<file path="src/rtl/ram_rd_streamer.sv">
// Burst read master for a registered-output RAM read port, returning words as a valid/ready
// stream through a 2-entry skid buffer. Optional bounds check: RAM_RD_STREAMER_BOUND_CHECK_EN.
module ram_rd_streamer #(
  parameter int unsigned ADDR_WIDTH = 5,
  parameter int unsigned DATA_WIDTH = 32,
  parameter int unsigned LEN_WIDTH  = 6
) (
  input  logic                  clk,
  input  logic                  rst_n,
  input  logic                  cmd_valid,
  output logic                  cmd_ready,
  input  logic [ADDR_WIDTH-1:0] cmd_addr,
  input  logic [LEN_WIDTH-1:0]  cmd_len,
  output logic                  mem_rd_en,
  output logic [ADDR_WIDTH-1:0] mem_rd_addr,
  input  logic [DATA_WIDTH-1:0] mem_rd_data,
  output logic                  out_valid,
  input  logic                  out_ready,
  output logic [DATA_WIDTH-1:0] out_data,
  output logic                  out_last,
  output logic                  busy
`ifdef RAM_RD_STREAMER_BOUND_CHECK_EN
  ,
  output logic                  cmd_err
`endif
);

  typedef enum logic [1:0] {StIdle, StRun, StDrain} state_e;

  localparam logic [LEN_WIDTH:0]    RemOne  = (LEN_WIDTH + 1)'(1);
  localparam logic [ADDR_WIDTH-1:0] AddrOne = ADDR_WIDTH'(1);

  state_e                state_q, state_d;
  logic [ADDR_WIDTH-1:0] addr_q, addr_d;
  logic [LEN_WIDTH:0]    rem_q, rem_d;
  logic                  inflight_q, inflight_last_q;
  logic [DATA_WIDTH-1:0] fifo_data_q [2];
  logic                  fifo_last_q [2];
  logic                  rd_ptr_q, wr_ptr_q;
  logic [1:0]            occ_q, occ_d;

  logic       push, pop, issue_ok, bound_err;
  logic [2:0] level, limit;

`ifdef RAM_RD_STREAMER_BOUND_CHECK_EN
  localparam int unsigned SumWidth = (ADDR_WIDTH > LEN_WIDTH ? ADDR_WIDTH : LEN_WIDTH) + 1;
  logic [SumWidth-1:0] span;
  logic                cmd_err_q, cmd_err_d;

  // Last word address must not carry past the top of the RAM.
  assign span      = SumWidth'(cmd_addr) + SumWidth'(cmd_len);
  assign bound_err = (span >> ADDR_WIDTH) != '0;
  assign cmd_err   = cmd_err_q;
`else
  assign bound_err = 1'b0;
`endif

  assign out_valid   = occ_q != 2'd0;
  assign out_data    = fifo_data_q[rd_ptr_q];
  assign out_last    = out_valid & fifo_last_q[rd_ptr_q];
  assign mem_rd_addr = addr_q;
  assign push        = inflight_q;
  assign pop         = out_valid & out_ready;

  // Words owned after this edge (buffered + in flight - popped) must leave room for one more.
  assign level    = {1'b0, occ_q} + {2'b00, inflight_q};
  assign limit    = 3'd1 + {2'b00, pop};
  assign issue_ok = level <= limit;

  always_comb begin
    state_d   = state_q;
    addr_d    = addr_q;
    rem_d     = rem_q;
    cmd_ready = 1'b0;
    busy      = 1'b0;
    mem_rd_en = 1'b0;
`ifdef RAM_RD_STREAMER_BOUND_CHECK_EN
    cmd_err_d = 1'b0;
`endif
    unique case (state_q)
      StIdle: begin
        cmd_ready = 1'b1;
        if (cmd_valid) begin
          if (bound_err) begin
`ifdef RAM_RD_STREAMER_BOUND_CHECK_EN
            cmd_err_d = 1'b1;
`endif
          end else begin
            addr_d  = cmd_addr;
            rem_d   = (LEN_WIDTH + 1)'(cmd_len) + RemOne;
            state_d = StRun;
          end
        end
      end
      StRun: begin
        busy = 1'b1;
        if (rem_q != '0 && issue_ok) begin
          mem_rd_en = 1'b1;
          addr_d    = addr_q + AddrOne;
          rem_d     = rem_q - RemOne;
          if (rem_q == RemOne) state_d = StDrain;
        end
      end
      StDrain: begin
        busy = 1'b1;
        if (pop && out_last && occ_q == 2'd1 && !inflight_q) state_d = StIdle;
      end
      default: state_d = StIdle;
    endcase
  end

  always_comb begin
    occ_d = occ_q;
    if (push && !pop) begin
      occ_d = occ_q + 2'd1;
    end else if (!push && pop) begin
      occ_d = occ_q - 2'd1;
    end
  end

  always_ff @(posedge clk or negedge rst_n) begin
    if (!rst_n) begin
      state_q         <= StIdle;
      addr_q          <= '0;
      rem_q           <= '0;
      inflight_q      <= 1'b0;
      inflight_last_q <= 1'b0;
      rd_ptr_q        <= 1'b0;
      wr_ptr_q        <= 1'b0;
      occ_q           <= 2'd0;
      for (int i = 0; i < 2; i++) begin
        fifo_data_q[i] <= '0;
        fifo_last_q[i] <= 1'b0;
      end
`ifdef RAM_RD_STREAMER_BOUND_CHECK_EN
      cmd_err_q       <= 1'b0;
`endif
    end else begin
      state_q         <= state_d;
      addr_q          <= addr_d;
      rem_q           <= rem_d;
      inflight_q      <= mem_rd_en;
      inflight_last_q <= mem_rd_en && (rem_q == RemOne);
      occ_q           <= occ_d;
      if (push) begin
        fifo_data_q[wr_ptr_q] <= mem_rd_data;
        fifo_last_q[wr_ptr_q] <= inflight_last_q;
        wr_ptr_q              <= ~wr_ptr_q;
      end
      if (pop) rd_ptr_q <= ~rd_ptr_q;
`ifdef RAM_RD_STREAMER_BOUND_CHECK_EN
      cmd_err_q       <= cmd_err_d;
`endif
    end
  end

endmodule

</file>
<file path="config.mk">
export PLATFORM = sky130hd
export DESIGN_NAME = ram_rd_streamer
export DESIGN_NICKNAME = d
export VERILOG_FILES = /design/src/rtl/ram_rd_streamer.sv
export SDC_FILE = /design/constraint.sdc
export NUM_CORES = 1
export LEC_CHECK = 0
export CAP_MARGIN = 10
export CORE_MARGIN = 5
export CORE_UTILIZATION = 51
export CTS_CLUSTER_DIAMETER = 100
export CTS_CLUSTER_SIZE = 28
export DETAILED_ROUTE_END_ITERATION = 12
export PLACE_DENSITY_LB_ADDON = 0.3
export SKIP_CTS_REPAIR_TIMING = 1
export SYNTH_ARGS = -nofsm -noshare
export SYNTH_HDL_FRONTEND = slang
export SYNTH_SLANG_ARGS = --single-unit
</file>
<file path="constraint.sdc">
create_clock -name clk -period 3.6 [get_ports clk]
set_input_delay 0.72 -clock clk [delete_from_list [all_inputs] [get_ports clk]]
set_output_delay 0.72 -clock clk [all_outputs]
set_load 0.05 [all_outputs]
</file>
==> results, run 1 <==
- The share of post-route cells with drive strength above 1 is 0.317.
- The floorplan die width is 102 um.
- The number of antenna violations at the first check in global routing is 0.
- Data on the critical path arrives at its endpoint at 2.80 ns.
- The CTS root buffer is sky130_fd_sc_hd__clkbuf_8.
- Data on the critical path is required at its endpoint by 2.88 ns.
- Of the total synthesized cell area, the portion taken by AND, OR, NAND and NOR gates is 0.0667.
- The fraction of synthesized cell area taken by the top area cell type is 0.499.
- The share of the synthesized area in compound gates (AO/OA/AOI/OAI) is 0.0740.
- The final net count is 495.
- The largest total area in the synthesized netlist belongs to sky130_fd_sc_hd__dfrtp_1.
- The most used flip-flop cell after synthesis is sky130_fd_sc_hd__dfrtp_1.
- At the pin with the least slew margin, the transition time is 1.07 ns.
- For this design, the slowest cell found on the critical path is sky130_fd_sc_hd__clkdlybuf4s50_1.
- The total overflow left after global routing is 0.
- The kind of start point of the critical path is a primary input.
- The largest family of logic cells by synthesized area is multiplexers.
- Averaged over all synthesized cells, the footprint is 12.7 um2.
- The sum of routed wire length over all layers is 9.30 mm.
- The tree built by TritonCTS fans out to 86 sinks.
- By count the netlist is led by sky130_fd_sc_hd__mux2_2, sky130_fd_sc_hd__dfrtp_1, sky130_fd_sc_hd__inv_1.
- In this run the worst hold path is classified as reg -> reg.
- The CTS clock-pin slew for the worst setup and hold paths is 0.08 ns.
- The post-detailed-route DRC marker count is 0.
- Fill cells in the final layout number 612.
- Of the available clock period, the critical path in the final layout requires 0.978.
- The xor/xnor share of the synthesized area is 0.0142.
- The mux cell area share after synthesis is 0.273.
- The path type of the worst setup path is in -> out.
- In this run the worst path has a maximum fanout of 2.
- The worst setup path is captured at an output pin.
- The final-report max-slew violation count came to 0.
- The floorplan step defined a die boundary enclosing 10400 um2.
- The adder and majority cell fraction of the synthesized area is 0.0452.
- The total area of sequential cells is 2150 um2.
- The total routing usage reported by global routing is 0.189.
- Synthesis produced a netlist whose cell count is 339.
- Setup repair after global routing left no endpoint under its margin.
- The HPWL after detailed placement is 6.51 mm.
- TritonCTS built the clock tree.
- The average routed wire per standard cell is 17.1 um.
- The unique cell type count in the Yosys netlist is 45.
- The synthesized design contains 86 register bits.
- The congestion estimate from routability-driven global placement came to 0.842.
- Entering global routing, the biggest net connects 87 pins.
- The number of hold violations in the final report came to 0.
- The fmax is 284 MHz.
- The number of design-rule violations left by the first detailed-router iteration is 125.
- The maximum buffer depth of the clock tree is 2.
- The number of diodes added for antenna fixing is 0.
- The post-route core utilization is 0.678.
- Port buffering added 88 buffers.
- The number of CTS-inserted buffers is 9.
- CTS built an H-tree with a depth of 3.
- The die is 102 um tall.
- Measured against its own limit, the worst slew margin works out to 0.286.
- The share of flip-flops with an asynchronous set or reset after synthesis is 1.00.
- Subtracting the final worst setup slack from the clock period gives 3.52 ns.
- The signal on the critical path passes through clkdlybuf4s50_1, nand2b_1, inv_1, fa_1, or3b_4, a221o_1, inv_2, buf_12.
- The number of global-route vias before repair is 3190.
- The routed layout has 3009 vias.
- The initial cell density of the core is 0.525.
- The final-report setup violation count is 0.
- The mapped cell area is 4310 um2.
- The proportion of synthesized chip area in sequential cells is 0.499.
- The max-capacitance violation count is 0.
- The first global-routing pass estimated 15.5 mm of wire.
- On the worst path, the slowest cell contributes a delay of 0.48 ns.
- The area added between synthesis and finish is 29.1%.
- The Yosys step of the flow raised 0 warnings.
- In this run the remaining antenna-violating nets after routing total 0.
- The area of the core is 8220 um2.
- The worst-skew pair later-pin latency is 0.35 ns.
- The most repeated cell in the gate-level netlist after synthesis is sky130_fd_sc_hd__mux2_2.
- The number of cell rows is 33.
- The area used by multi-input combinational logic is 2050 um2.
- The number of ports placed on the die boundary is 89.
- The net count after synthesis is 401.
- Ranked by total cell area, the synthesized netlist is headed by sky130_fd_sc_hd__dfrtp_1, sky130_fd_sc_hd__mux2_2, sky130_fd_sc_hd__ha_1, sky130_fd_sc_hd__a31oi_1, sky130_fd_sc_hd__inv_1.
- The count of TritonRoute iterations in the first routing pass is 4.
- Clock skew on the completed layout was measured at 0.0118 ns.
- The number of synthesized flops with an enable pin is 0.
- The flow ran to the end, and the final reports show no timing, DRC or antenna violations.
- Dividing the detail-routed via count by the number of cells gives 5.54.
flip-flops by register name, indices dropped and copies added, names as in the netlist:
register	count
rem_q	7
fifo_data_q	64
inflight_last_q	1
occ_q	2
wr_ptr_q	1
fifo_last_q	2
mem_rd_addr	5
state_q	2
inflight_q	1
rd_ptr_q	1
final timing paths:
path / slack [ns] / depth (start not counted) / start / end
setup / recovery: 0.08 / 8 / out_ready / mem_rd_en
hold / removal: 0.47 / 1 / rd_ptr_q / rd_ptr_q
setup reg to reg: 0.66 / 11 / occ_q[0] / mem_rd_addr[2]
hold reg to reg: 0.47 / 1 / rd_ptr_q / rd_ptr_q
max in group asynchronous: 2.35 / 1 / rst_n / rem_q[2]
min in group asynchronous: 0.53 / 1 / rst_n / fifo_data_q[16]
per-stage QoR:
| step | cell area (um2) | cells | hold slack [ns] | worst slack (ns) | setup TNS [ns] |
|---|---|---|---|---|---|
| finish | 5570 | 543 | 0.472 | 0.0802 | 0 |
| global route | 5570 | 543 | 0.515 | 0.00278 | 0 |
| CTS | 5550 | 541 | 0.479 | -0.0180 | -0.0180 |
| detailed placement | 5340 | 525 | 0.466 | -0.00384 | -0.00384 |
| global placement | 5340 | 525 | 0.461 | 0.0333 | 0 |
| floorplan | 4310 | 339 | 0.424 | 0.270 | 0 |
cell type report:
type,count,area share
timing repair buffer,99,0.174
clock buffer,10,0.0247
multi-input combinational,221,0.368
sequential,86,0.387
tap,105,0.0236
clock inverter,6,0.0124
inverter,16,0.0108
placed cells by master (no fill, tap or decap), types with 4 or more instances in the layout:
master	Yosys	layout
sky130_fd_sc_hd__nand2_1	10	10
sky130_fd_sc_hd__clkdlybuf4s50_1	0	85
sky130_fd_sc_hd__inv_1	16	14
sky130_fd_sc_hd__o21ai_0	4	4
sky130_fd_sc_hd__buf_4	0	13
sky130_fd_sc_hd__dfrtp_1	86	86
sky130_fd_sc_hd__mux2i_1	5	5
sky130_fd_sc_hd__ha_1	14	13
sky130_fd_sc_hd__clkbuf_8	0	10
sky130_fd_sc_hd__nor2b_1	5	4
sky130_fd_sc_hd__xnor2_1	5	5
sky130_fd_sc_hd__a21oi_1	5	5
sky130_fd_sc_hd__mux2_2	99	99
sky130_fd_sc_hd__nor3_1	4	4
sky130_fd_sc_hd__nand2b_1	6	6
sky130_fd_sc_hd__nor2_1	7	7
sky130_fd_sc_hd__nand3_1	7	7
sky130_fd_sc_hd__a31oi_1	10	10
worst max-delay path: cells and delay by family:
kind / cells / cell delay (ns)
compound gates: 1 / 0.38
fa+ha+maj: 1 / 0.43
buf+inv: 4 / 0.80
simple gates: 2 / 0.47
cell families (layout without fill, tap and decap cells):
family                   Yosys count  after routing
buffers and inverters             32            131
AND/OR/NAND/NOR                   51             51
multiplexers                     105            105
flip-flops                        86             86
XOR/XNOR                           7              7
AO/OA/AOI/OAI                     43             43
adder cells (fa/ha/maj)           15             15
metal layers:
metal  up-vias  GRT usage  wire length (um)
li1       1422          -                 -
met1      1471      0.262              4250
met2       104      0.295              4210
met3        12     0.0553               709
met4         0     0.0444               125
met5         -          0                 0
Power of run 1 is left out: the tool's default activity adds up to more than one toggle a clock period on the data nets, which glitch-free logic cannot reach.
==> run 2: changes to the inputs <==
--- a/config.mk
+++ b/config.mk
@@ -5,9 +5,12 @@
 export SDC_FILE = /design/constraint.sdc
 export NUM_CORES = 1
 export LEC_CHECK = 0
+export ABC_AREA = 1
 export CAP_MARGIN = 10
+export CELL_PAD_IN_SITES_DETAIL_PLACEMENT = 1
+export CELL_PAD_IN_SITES_GLOBAL_PLACEMENT = 1
 export CORE_MARGIN = 5
-export CORE_UTILIZATION = 51
+export CORE_UTILIZATION = 37
 export CTS_CLUSTER_DIAMETER = 100
 export CTS_CLUSTER_SIZE = 28
 export DETAILED_ROUTE_END_ITERATION = 12
==> results, run 2 <==
- The number of global-route vias before repair is 4008.
- The count of clock tree sinks is 86.
- Synthesis inferred 86 register bits.
- The top cell type by total area after synthesis is sky130_fd_sc_hd__dfrtp_1.
- The number of clock buffers added by TritonCTS is 9.
- The critical path capture point type is an output pin.
- At the pin with the least slew margin, the transition time is 1.18 ns.
- The synthesized netlist occupies a cell area of 4270 um2.
- STA classifies the critical path startpoint as a primary input.
- The number of warnings issued by yosys is 0.
- The final-report max-slew violation count is 0.
- After synthesis, the cell types taking the most area are sky130_fd_sc_hd__dfrtp_1, sky130_fd_sc_hd__nand2_1, sky130_fd_sc_hd__o21ai_0, sky130_fd_sc_hd__inv_1, sky130_fd_sc_hd__ha_1.
- Setup repair after global routing left no endpoint under its margin.
- The worst register-to-register path has a setup slack of 0.97 ns.
- In this run the vertical extent of the chip is 117 um.
- Dividing the detail-routed via count by the number of cells gives 4.86.
- Of the post-synthesis cell area, the dominant cell type holds 0.504.
- The flow ran to the end, and the final reports show no timing, DRC or antenna violations.
- In the routed design, unresolved DRC markers number 0.
- The number of ports placed on the die boundary is 89.
- The most used flip-flop cell after synthesis is sky130_fd_sc_hd__dfrtp_1.
- For the worst flop-to-flop path, the logic depth is 13.
- The clock tree from TritonCTS is yes.
- The die is 117 um wide.
- The maximum level of the CTS H-tree is 3.
- The tree is rooted in a sky130_fd_sc_hd__clkbuf_16.
- The final layout contains routed wiring with a total length of 11.3 mm.
- The most repeated cell in the gate-level netlist after synthesis is sky130_fd_sc_hd__nand2_1.
- On the final layout, the worst clock skew is 0.00645 ns.
- The fmax is 298 MHz.
- The share of the clock period used by the worst path after layout is 0.934.
- Summing all placed instances gives a cell area of 5240 um2.
- The global-route congestion overflow total is 0.
- The most common cell after layout, fill and taps aside is sky130_fd_sc_hd__nand2_1.
- The number of flip-flops in the largest register is 64.
- The number of antenna violations at the first check in global routing was 0.
- In the synthesized netlist the async set-or-reset flop fraction comes to 1.00.
- The area of the core is 11400 um2.
- The largest fanout on the critical path is 4.
- The average routed wire per standard cell is 14.7 um.
- For this configuration, the core starts out at a cell density of 0.376.
- The number of different library cells used by synthesis comes to 27.
- The commonest cells after synthesis are sky130_fd_sc_hd__nand2_1, sky130_fd_sc_hd__dfrtp_1, sky130_fd_sc_hd__o21ai_0.
- The max-capacitance violation count is 0.
- The proportion of synthesized chip area in sequential cells is 0.504.
- The register name with the most flops is fifo_data_q.
- In the synthesized netlist, the number of instances is 540.
- For the worst-skew pair, the clock arrives at the later sink with an insertion delay of 0.34 ns.
- The data arrival time of the critical path is 2.64 ns.
- The worst hold path belongs to the class in -> async.
- The final hold slack is 0.314 ns.
- The final net count is 681.
- The library cells used most frequently in the layout, excluding fill and tap cells, are sky130_fd_sc_hd__nand2_1, sky130_fd_sc_hd__dfrtp_1, sky130_fd_sc_hd__clkdlybuf4s50_1.
- The number of design-rule violations left by the first detailed-router iteration is 187.
- The minimum period implied by the final worst setup slack is 3.36 ns.
- The max-slew headroom at the worst pin is 0.212.
- A synthesized cell averages 7.91 um2.
- In this run, synthesis inferred 0 flip-flops with an integrated enable.
- After legalization and detailed placement, the total HPWL measured 7.54 mm.
- The net count after synthesis is 602.
- For the final routed database, the setup TNS stands at 0 ns.
- The area added between synthesis and finish is 29.5%.
- The count of TritonRoute iterations in the first routing pass is 4.
- The cell area after layout is 5530 um2.
- The number of cell rows is 39.
- In the global route stage, overall resource usage came out at 0.167.
- The number of vias in the routed layout is 3725.
- In the final layout, the share of cells above drive strength 1 is 0.0482.
- The CTS clock-pin slew for the worst setup and hold paths is 0.06 ns.
- Port buffering added 88 buffers.
- The first global-routing pass estimated 19.2 mm of wire.
- The path type of the worst setup path is in -> out.
- STA puts the critical path data required time at 2.88 ns.
- The maximum buffer depth of the clock tree is 2.
- The final weighted congestion in routability-driven placement is 0.768.
- The largest net degree at the start of global routing is 87.
- The number of antenna diodes in the final layout is 0.
- The remaining antenna violation count after routing is 0.
- The number of hold violations in the final report was 0.
- Setup violations remaining at the end of the flow were counted as 0.
- The overall die area is 13800 um2.
## run 2: logic make-up after synthesis
group | after synthesis | synth area share
and+or+nand+nor | 260 | 0.242
AOI/OAI and AO/OA | 90 | 0.110
DFF | 86 | 0.504
buffers and inverters | 78 | 0.0750
adders and majority gates | 15 | 0.0457
xor gates and xnor gates | 7 | 0.0144
muxes | 4 | 0.00938
## run 2: layout make-up
class / count / area, um2
flip-flops and latches: 86 / 2150
multi-input cells: 376 / 1800
repair buffers: 92 / 931
clock inverters: 4 / 23.8
inverters: 54 / 203
well taps: 143 / 179
fillers: 1369 / 5840
clock buffers: 11 / 243
## run 2: per-stage QoR
| stage | instances | setup slack, ns | utilization |
|---|---|---|---|
| 2_1_floorplan | 540 | 0.200 | - |
| 3_3_place_gp | 750 | 0.296 | 0.461 |
| 3_5_place_dp | 750 | 0.255 | 0.461 |
| 4_1_cts | 765 | 0.227 | 0.484 |
| 5_1_grt | 766 | 0.0332 | 0.487 |
| 6_report | 766 | 0.239 | 0.487 |
## run 2: per-layer routing
| metal | vias to the layer above | wire length, um | track usage |
|---|---|---|---|
| met5 | - | 0 | 0 |
| met4 | 0 | 123 | 0.0486 |
| met3 | 10 | 493 | 0.0395 |
| met2 | 72 | 5500 | 0.276 |
| met1 | 1802 | 5140 | 0.216 |
| li1 | 1841 | - | - |
## run 2: final timing paths
path | to | from
worst max register to register | rem_q[4] | occ_q[1]
worst max-delay path | mem_rd_en | out_ready
max in group asynchronous | rem_q[6] | rst_n
worst min register to register | fifo_data_q[11] | fifo_data_q[11]
worst min-delay path | fifo_data_q[14] | rst_n
min in group clk | fifo_data_q[11] | fifo_data_q[11]
## run 2: critical path: stages
cell	delay, ns
sky130_fd_sc_hd__clkdlybuf4s50_1	0.48
sky130_fd_sc_hd__nand2_1	0.13
sky130_fd_sc_hd__inv_1	0.10
sky130_fd_sc_hd__fa_1	0.41
sky130_fd_sc_hd__nor2_1	0.15
sky130_fd_sc_hd__nand2_1	0.07
sky130_fd_sc_hd__nand2_1	0.08
sky130_fd_sc_hd__nand2_2	0.08
sky130_fd_sc_hd__nor2_1	0.24
sky130_fd_sc_hd__buf_12	0.18
Power of run 2 is left out for the same reason.
==> run 3: changes to the inputs <==
--- a/config.mk
+++ b/config.mk
@@ -7,10 +7,8 @@
 export LEC_CHECK = 0
 export ABC_AREA = 1
 export CAP_MARGIN = 10
-export CELL_PAD_IN_SITES_DETAIL_PLACEMENT = 1
-export CELL_PAD_IN_SITES_GLOBAL_PLACEMENT = 1
 export CORE_MARGIN = 5
-export CORE_UTILIZATION = 37
+export CORE_UTILIZATION = 51
 export CTS_CLUSTER_DIAMETER = 100
 export CTS_CLUSTER_SIZE = 28
 export DETAILED_ROUTE_END_ITERATION = 12
==> results, run 3 (synthesis gave the netlist of run 2 again) <==
- CTS built an H-tree with a depth of 3.
- The count of input and output buffers is 88.
- Detailed placement finished with a half-perimeter wire length of 6.26 mm.
- The cell depth of the worst hold path is 2.
- The number of vias in the routed layout is 3610.
- The share of the clock period used by the worst path after layout is 0.926.
- For this block, the routed nets add up to 9.27 mm of wire.
- At the later pin of the worst-skew pair, clock insertion delay measures 0.35 ns.
- The worst flop-to-flop path endpoint is state_q[1].
- The floorplan step defined a die boundary enclosing 10300 um2.
- The count of clock tree sinks is 86.
- After clock tree synthesis, the clock-pin slew on the worst setup and hold paths is 0.08 ns.
- More flip-flops sit in one register than any other, and that register is fifo_data_q.
- The floorplan die width is 102 um.
- The worst setup path is captured at an output pin.
- Leaving out fill and tap cells, the most frequent cell in the layout is sky130_fd_sc_hd__nand2_1.
- The worst hold endpoint is fifo_data_q[3].
- The average routed wire per standard cell is 12.7 um.
- After global routing the overflow that remains totals 0.
- The non-filler instance count after layout is 727.
- Between clock sinks in the finished design, the worst skew comes to 0.00612 ns.
- The number of global-route vias before repair is 3597.
- At the end of the flow, the number of nets in the layout was 679.
- The area added between synthesis and finish is 25.9%.
- Routability-driven placement finished with a final weighted congestion of 0.803.
- The final-report max-slew violation count is 0.
- The worst register-to-register path begins at occ_q[1].
- For this run, design rule violations remaining after detail routing come to 0.
- The first global-routing pass estimated 16.1 mm of wire.
- Data arrives at the worst endpoint at 2.61 ns.
- The number of clock buffers added by TritonCTS is 9.
- The initial cell density of the core is 0.522.
- The number of placed instances, taps included, is 711.
- After floorplanning, the core was sized to cover 8180 um2.
- The number of flip-flops in the largest register is 64.
- For this run, the top clock speed supported by timing is 300 MHz.
- The largest net degree at the start of global routing is 87.
- Measured along the y axis, the die boundary spans 102 um.
- The final-report setup violation count is 0.
- The share of post-route cells with drive strength above 1 is 0.0418.
- Setup repair after global routing left no endpoint under its margin.
- The mean number of vias per cell is 4.97.
- The number of antenna violations at the first check in global routing came to 0.
- The max-slew headroom at the worst pin is 0.281.
- Across the run, the number of max-cap violations was 0.
- CTS placed an instance of sky130_fd_sc_hd__clkbuf_8 at the clock tree root.
- The path type of the worst setup path is in -> out.
- In this run the count of I/O pins placed on the die edge is 89.
- The number of hold violations in the final report is 0.
- The worst-case reg-to-reg path depth is 13.
- In the layout the commonest cells are sky130_fd_sc_hd__nand2_1, sky130_fd_sc_hd__dfrtp_1, sky130_fd_sc_hd__clkdlybuf4s50_1.
- The clock tree from TritonCTS is yes.
- STA classifies the critical path startpoint as a primary input.
- The run finished with clean final reports.
- The count of TritonRoute iterations in the first routing pass is 4.
- The required time at the worst-slack endpoint is 2.88 ns.
- For this run, the total global-route usage over all layers was measured as 0.193.
- The summed negative setup slack over all endpoints is 0 ns.
- The number of design-rule violations left by the first detailed-router iteration is 208.
- The number of diodes added for antenna fixing is 0.
- The path class of the tightest hold or removal check is reg -> reg.
- The transition time of the tightest slew-check pin is 1.08 ns.
- In this run the deepest clock path goes through 2 buffers.
- In this run the worst path has a maximum fanout of 4.
- In this run the remaining antenna-violating nets after routing total 0.
- The routed design could run at a clock period as short as 3.33 ns.
- In this run the core area contains 33 standard-cell rows.
- The number of inserted filler cells in the final layout is 686.
- For flop-to-flop paths, the worst setup slack is 1.04 ns.
- The start point of the worst hold path is fifo_data_q[3].
## run 3: cell count changes in the layout (fill, tap and decap cells not counted), sizes merged
cell | before | now
clkinvlp | 0 | 2
inv | 54 | 55
clkdlybuf4s50 | 83 | 85
bufinv | 0 | 1
buf | 9 | 5
clkinv | 4 | 1
## run 3: layer usage
metal	GRT usage	wire length [um]	vias to the layer above
met5	0	0	-
met4	0.0532	100	0
met3	0.0448	535	10
met2	0.325	4430	94
met1	0.250	4200	1670
li1	-	-	1836
## run 3: per-stage QoR
stage	utilization	area, um2	hold WS, ns	worst slack, ns
6_report	0.658	5380	0.489	0.266
2_1_floorplan	-	4270	0.424	0.200
5_1_grt	0.658	5380	0.512	0.112
3_3_place_gp	0.635	5190	0.464	0.315
4_1_cts	0.658	5380	0.493	0.276
3_5_place_dp	0.635	5190	0.473	0.290
## run 3: how the worst max path moves through the flow
stage,from,endpoint,slack (ns),cells after the start
floorplan,occ_q[0],mem_rd_en,0.20,11
finish,out_ready,mem_rd_en,0.27,10
detailed placement,out_ready,mem_rd_en,0.29,10
global placement,out_ready,mem_rd_en,0.31,10
CTS,out_ready,mem_rd_en,0.28,10
global route,occ_q[1],mem_rd_en,0.11,13
## run 3: worst max-delay path: stages
cell and delay (ns):
sky130_fd_sc_hd__clkdlybuf4s50_1 0.49, sky130_fd_sc_hd__nand2_1 0.12, sky130_fd_sc_hd__inv_1 0.10, sky130_fd_sc_hd__fa_1 0.42, sky130_fd_sc_hd__nor2_1 0.13, sky130_fd_sc_hd__nand2_1 0.06
sky130_fd_sc_hd__nand2_1 0.07, sky130_fd_sc_hd__nand2_2 0.07, sky130_fd_sc_hd__nor2_1 0.24, sky130_fd_sc_hd__buf_12 0.18
## run 3: final cells by class
| cell class | instances | area, um2 | area share |
|---|---|---|---|
| Timing Repair Buffer | 90 | 901 | 0.168 |
| Sequential cell | 86 | 2150 | 0.400 |
| Clock buffer | 11 | 131 | 0.0244 |
| Clock inverter | 5 | 58.8 | 0.0109 |
| Inverter | 54 | 203 | 0.0377 |
| Multi-Input combinational cell | 376 | 1800 | 0.335 |
| Tap cell | 105 | 131 | 0.0244 |
Power of run 3 is left out for the same reason.
